File: src/rtl/conv_frame_sequencer.sv
// Frame sequencer for 14x14 IFM / 3x3 conv / 2x2 pool: load 196 beats, step 144 conv windows, 36 pool windows.
// Only LOAD can stall (on in_valid); CONV/POOL/DRAIN run one step per cycle and drop input.
module conv_frame_sequencer #(
    parameter int OUT_LAT = 1
) (
    input  logic       clk,
    input  logic       rst_n,
    input  logic       in_valid,
    output logic       in_ready,
    output logic       ifm_wr_en,
    output logic [7:0] ifm_wr_addr,
    output logic       wgt_wr_en,
    output logic [3:0] wgt_wr_addr,
    output logic       conv_en,
    output logic [7:0] conv_base,
    output logic [7:0] ofm_wr_addr,
    output logic       pool_en,
    output logic [7:0] pool_base,
    output logic [5:0] pool_idx,
    output logic       out_valid,
    output logic       frame_done,
    output logic       busy
);
    localparam int DW = (OUT_LAT > 1) ? $clog2(OUT_LAT) : 1;

    typedef enum logic [2:0] {S_IDLE, S_LOAD, S_CONV, S_POOL, S_DRAIN} state_t;

    state_t             state_q, state_d;
    logic [7:0]         beat_q, beat_d;
    logic [3:0]         row_q, row_d, col_q, col_d;
    logic [7:0]         cbase_q, cbase_d, ofm_q, ofm_d;
    logic [2:0]         prow_q, prow_d, pcol_q, pcol_d;
    logic [7:0]         pbase_q, pbase_d;
    logic [5:0]         pidx_q, pidx_d;
    logic [DW-1:0]      drain_q, drain_d;
    logic [OUT_LAT-1:0] dly_q, dly_d;

    always_comb begin
        state_d  = state_q;
        beat_d   = beat_q;
        row_d    = row_q;
        col_d    = col_q;
        cbase_d  = cbase_q;
        ofm_d    = ofm_q;
        prow_d   = prow_q;
        pcol_d   = pcol_q;
        pbase_d  = pbase_q;
        pidx_d   = pidx_q;
        drain_d  = drain_q;
        in_ready = (state_q == S_IDLE) || (state_q == S_LOAD);
        conv_en  = (state_q == S_CONV);
        pool_en  = (state_q == S_POOL);
        busy     = (state_q != S_IDLE);
        ifm_wr_en  = in_valid && in_ready;
        wgt_wr_en  = ifm_wr_en && (beat_q < 8'd9);
        frame_done = (state_q == S_DRAIN) && (drain_q == DW'(OUT_LAT - 1));

        case (state_q)
            S_IDLE, S_LOAD: begin
                if (ifm_wr_en) begin
                    if (beat_q == 8'd195) begin
                        beat_d  = '0;
                        state_d = S_CONV;
                    end else begin
                        beat_d  = beat_q + 8'd1;
                        state_d = S_LOAD;
                    end
                end
            end
            S_CONV: begin
                // Window base tracks r*14+c incrementally: +1 along a row, +3 on row wrap.
                ofm_d = ofm_q + 8'd1;
                if (col_q == 4'd11) begin
                    col_d   = '0;
                    cbase_d = cbase_q + 8'd3;
                    if (row_q == 4'd11) begin
                        row_d   = '0;
                        cbase_d = '0;
                        ofm_d   = '0;
                        state_d = S_POOL;
                    end else begin
                        row_d = row_q + 4'd1;
                    end
                end else begin
                    col_d   = col_q + 4'd1;
                    cbase_d = cbase_q + 8'd1;
                end
            end
            S_POOL: begin
                // Pool base tracks pr*24+pc*2: +2 along a row, +14 on row wrap.
                pidx_d = pidx_q + 6'd1;
                if (pcol_q == 3'd5) begin
                    pcol_d  = '0;
                    pbase_d = pbase_q + 8'd14;
                    if (prow_q == 3'd5) begin
                        prow_d  = '0;
                        pbase_d = '0;
                        pidx_d  = '0;
                        state_d = S_DRAIN;
                    end else begin
                        prow_d = prow_q + 3'd1;
                    end
                end else begin
                    pcol_d  = pcol_q + 3'd1;
                    pbase_d = pbase_q + 8'd2;
                end
            end
            S_DRAIN: begin
                if (drain_q == DW'(OUT_LAT - 1)) begin
                    drain_d = '0;
                    state_d = S_IDLE;
                end else begin
                    drain_d = drain_q + DW'(1);
                end
            end
            default: state_d = S_IDLE;
        endcase

        dly_d[0] = pool_en;
        for (int i = 1; i < OUT_LAT; i++) begin
            dly_d[i] = dly_q[i-1];
        end
    end

    assign ifm_wr_addr = ifm_wr_en ? beat_q : 8'd0;
    assign wgt_wr_addr = wgt_wr_en ? beat_q[3:0] : 4'd0;
    assign conv_base   = conv_en ? cbase_q : 8'd0;
    assign ofm_wr_addr = conv_en ? ofm_q : 8'd0;
    assign pool_base   = pool_en ? pbase_q : 8'd0;
    assign pool_idx    = pool_en ? pidx_q : 6'd0;
    assign out_valid   = dly_q[OUT_LAT-1];

    always_ff @(posedge clk) begin
        if (!rst_n) begin
            state_q <= S_IDLE;
            beat_q  <= '0;
            row_q   <= '0;
            col_q   <= '0;
            cbase_q <= '0;
            ofm_q   <= '0;
            prow_q  <= '0;
            pcol_q  <= '0;
            pbase_q <= '0;
            pidx_q  <= '0;
            drain_q <= '0;
            dly_q   <= '0;
        end else begin
            state_q <= state_d;
            beat_q  <= beat_d;
            row_q   <= row_d;
            col_q   <= col_d;
            cbase_q <= cbase_d;
            ofm_q   <= ofm_d;
            prow_q  <= prow_d;
            pcol_q  <= pcol_d;
            pbase_q <= pbase_d;
            pidx_q  <= pidx_d;
            drain_q <= drain_d;
            dly_q   <= dly_d;
        end
    end
endmodule

File: config.mk
export PLATFORM = sky130hd
export DESIGN_NAME = conv_frame_sequencer
export DESIGN_NICKNAME = d
export VERILOG_FILES = /design/src/rtl/conv_frame_sequencer.sv
export SDC_FILE = /design/constraint.sdc
export NUM_CORES = 1
export LEC_CHECK = 0
export CORE_MARGIN = 5
export CORE_UTILIZATION = 50
export DETAILED_ROUTE_END_ITERATION = 10
export GPL_TIMING_DRIVEN = 0
export HOLD_SLACK_MARGIN = 0.02
export PLACE_DENSITY = 0.85
export RECOVER_POWER = 50
export REMOVE_ABC_BUFFERS = 1
export SLEW_MARGIN = 20
export SYNTH_ARGS = -nofsm -noshare
export SYNTH_HDL_FRONTEND = slang
export SYNTH_SLANG_ARGS = --single-unit
File: constraint.sdc
create_clock -name clk -period 1.9 [get_ports clk]
set_input_delay 0.19 -clock clk [delete_from_list [all_inputs] [get_ports clk]]
set_output_delay 0.19 -clock clk [all_outputs]
set_load 0.01 [all_outputs]
==> impl_metrics.py <==
metrics = {
    "cts": {
        "cts_tree": "done",
        "clock_sinks": 55,
        "insertion_delay_ps": 320,
        "clk_pin_slew_worst_paths_ps": 110,
        "clock-root-buffer": "clkbuf_8",
        "cts_max_level": 2,
        "numCtsBuffers": 5,
        "clk_path_buf_depth": 2,
    },
    "timing": {
        "setup_viol": 2,
        "finalCritPeriodShare_pct": 102,
        "relSlewSlack_pct": 37.1,
        "setup_ws_ps": -35.0,
        "fmax_mhz": 517,
        "tns_ps": -41.8,
        "slew_viol_final": 0,
        "fin_crit_ps": 1930,
        "rsz0062_at_grt": "true",
        "tightest_slew_ps": 942,
        "clock_skew_ps": 12.2,
        "hold_violations": 0,
        "holdWs_ps": 498,
    },
    "final_layout": {
        "final_nets": 473,
        "final_common_cell": "dfxtp_1",
        "final_cell_mix": "dfxtp_1, nor2_1, buf_4",
        "diodes": 0,
        "drive_above_1_share_pct": 25.2,
        "area_delta_synth_final_pct": 29.8,
    },
    "die": {
        "core_area_um2": 5960,
        "io-pin-count": 53,
        "fp.dieH_um": 88.6,
        "dieArea_um2": 7860,
        "rows": 28,
        "fp.dieW_um": 88.6,
        "initial_core_util_pct": 51.9,
    },
    "power": {
        "switching_share_pct": 27.5,
        "leakage_nw": 1.69,
        "power.share.sequential_pct": 55.9,
        "pwr-share-comb_pct": 12.5,
        "pwr_density_cell_nw_per_um2": 533,
        "irDropWorstVdd_uv": 385,
        "p_sw_w": 0.000588,
        "internal_power_w": 0.00155,
        "p_clk_share_pct": 31.7,
        "power_w": 0.00214,
    },
    "setup_path": {
        "worstSetupPathType": "reg -> reg",
        "critical_path.top_delay_family": "simple AND/OR/NAND/NOR gates",
        "r2r_setup_slack_ps": -30,
        "path_cells": "inv_1, ha_1, nor4bb_1, o22ai_1, or3_1, a21oi_1",
        "crit_cells": 6,
        "cp_num_buf_inv": 1,
        "cp.required_ps": 2150,
        "startpoint_type": "flop",
        "critPathArrivalTime_ps": 2190,
        "r2r-end": "pbase_q[7]",
        "slowest_stage": "dfxtp_1",
        "slowest_delay_ps": 400,
        "reg2reg_from": "pbase_q[1]",
        "cp_max_fo": 4,
        "crit_end": "pbase_q[7]",
        "crit_path_start": "pbase_q[1]",
        "endpoint_kind": "flop",
        "reg2reg_depth": 6,
    },
    "synthesis": {
        "synth_flop_cell": "dfxtp_1",
        "yosys_register_bits": 55,
        "syn_area_per_cell_um2": 8.05,
        "yosysUniqueCellTypes": 55,
        "synthesis.area_um2": 3090,
        "syn_inst": 384,
        "synth_enable_flop_cells": 0,
        "ys_async_sr_fraction_pct": 0,
        "yosys-top-cells-area": "dfxtp_1, and2_1, nor2_1",
        "ys_seq_area_share_pct": 35.6,
        "yosysTopAreaCell": "dfxtp_1",
        "yosysWarningCount": 0,
        "synth_top_area_share_pct": 35.6,
    },
    "placed_design": {
        "preCtsSetupSlack_ps": -666,
        "place.gp.congestion": 0.807,
        "io_buffer_count": 51,
        "dpl.hpwl_um": 4970,
    },
    "job": {
        "maxCapViolations": 0,
    },
    "detailed_routing": {
        "vias": 3183,
        "wl_per_cell_um": 16.9,
        "drc": 0,
        "ant_nets": 0,
        "wirelength_um": 9060,
        "drtIter0Drc": 345,
        "first_pass_iters": 5,
        "viasPerCell": 5.94,
    },
    "global_routing": {
        "grt_pass1_wl_um": 12900,
        "grt_max_degree": 24,
        "grtUsageTotal_pct": 20.7,
        "antenna_found_initial": 0,
        "overflow": 0,
        "grt_pass1_vias": 2787,
    },
    "outcome": {
        "status": "finished with violations",
        "violations": "setup timing",
    },
    "worst_hold_path": {
        "hp-start": "prow_q[1]",
        "hold_path.class": "reg -> reg",
    },
}
-- cells by family after synthesis --
| family | after synthesis | synth area share [%] |
|---|---|---|
| buffers and inverters | 39 | 5.83 |
| adder cells (fa/ha/maj) | 10 | 4.05 |
| AO/OA/AOI/OAI | 72 | 15.3 |
| multiplexers | 3 | 1.09 |
| AND/OR/NAND/NOR | 184 | 32.3 |
| flip-flops | 55 | 35.6 |
| XOR/XNOR | 20 | 5.67 |
| other | 1 | 0.121 |
-- layer usage --
metal / routed length [µm] / vias to the layer above / global-route usage [%]
li1: - / 1499 / -
met1: 3750 / 1506 / 25.3
met2: 4440 / 156 / 36.0
met3: 647 / 22 / 3.45
met4: 215 / 0 / 8.24
met5: 0 / - / 0
-- worst reg2reg max path, stage by stage, from the launching register on --
cell and delay, ps:
dfxtp_1 400, inv_1 110, ha_1 240, nor4bb_1 320, o22ai_1 240, or3_1 390
a21oi_1 170
-- synth_stat cells (2+ instances only) --
master / count
nor4_1: 4
o21a_1: 2
a21o_1: 2
nand4b_1: 2
buf_2: 6
buf_4: 3
xnor2_1: 6
nor2_1: 44
xor2_1: 14
o211a_1: 3
and3b_1: 4
nand3b_1: 5
o31ai_1: 4
o21ai_0: 12
clkbuf_1: 11
nand3_1: 15
nor4bb_1: 2
dfxtp_1: 55
o21ai_1: 3
o2111ai_1: 2
a31oi_1: 2
inv_1: 16
and3_1: 5
nor3_1: 10
or3_1: 8
nand4_1: 12
a21oi_1: 23
o311a_1: 2
buf_6: 2
ha_1: 10
nand2_1: 28
mux2_2: 3
o221a_2: 2
a211oi_1: 2
or4_1: 2
o211ai_1: 6
and2_1: 34
-- power by group through the flow --
stage / logic [W] / registers [W] / clock network (W)
after floorplan: 0.000114 / 0.00121 / 0
after global routing: 0.000288 / 0.00120 / 0.000729
after CTS: 0.000224 / 0.00119 / 0.000683
after detailed placement: 0.000181 / 0.00122 / 0
final: 0.000266 / 0.00119 / 0.000678
after global placement: 0.000176 / 0.00122 / 0
-- what timing repair did --
action / CTS / global route
gates resized for setup: 104 / 67
hold buffers: 0 / 0
hold endpoints to repair: 0 / 0
gates cloned: 4 / 2
setup endpoints to repair: 78 / 58
pin swaps: 2 / 8
buffers inserted: 16 / 18
-- flip-flops by register name (all words and copies together), names as in the netlist, 4 cells and up --
register and cells:
pbase_q 7, pidx_q 6, beat_q 8, ofm_q 8, row_q 4, col_q 4
cbase_q 8
-- cell type report --
cell class | instances | area, µm²
clock buffers | 6 | 72.6
clock inverters | 2 | 16.3
fillers | 453 | 1940
inverters | 17 | 83.8
multi-input cells | 291 | 1930
flip-flops and latches | 55 | 1110
well taps | 75 | 93.8
repair buffers | 85 | 659
repair inverters | 5 | 41.3
-- stage by stage --
stage | utilization, % | std cells | instance area, µm²
2_1_floorplan | - | 362 | 2980
3_3_place_gp | 60.1 | 488 | 3580
3_5_place_dp | 60.1 | 488 | 3580
4_1_cts | 64.6 | 516 | 3850
5_1_grt | 67.4 | 536 | 4010
6_report | 67.4 | 536 | 4010
-- worst min path at each step --
stage          depth (start not counted)    endpoint
4_1_cts                                2  cbase_q[6]
2_1_floorplan                          1  cbase_q[0]
3_5_place_dp                           2  cbase_q[6]
5_1_grt                                2    row_q[1]
6_report                               2   prow_q[1]
3_3_place_gp                           2  cbase_q[6]
Power figures use the tool's default switching activity.
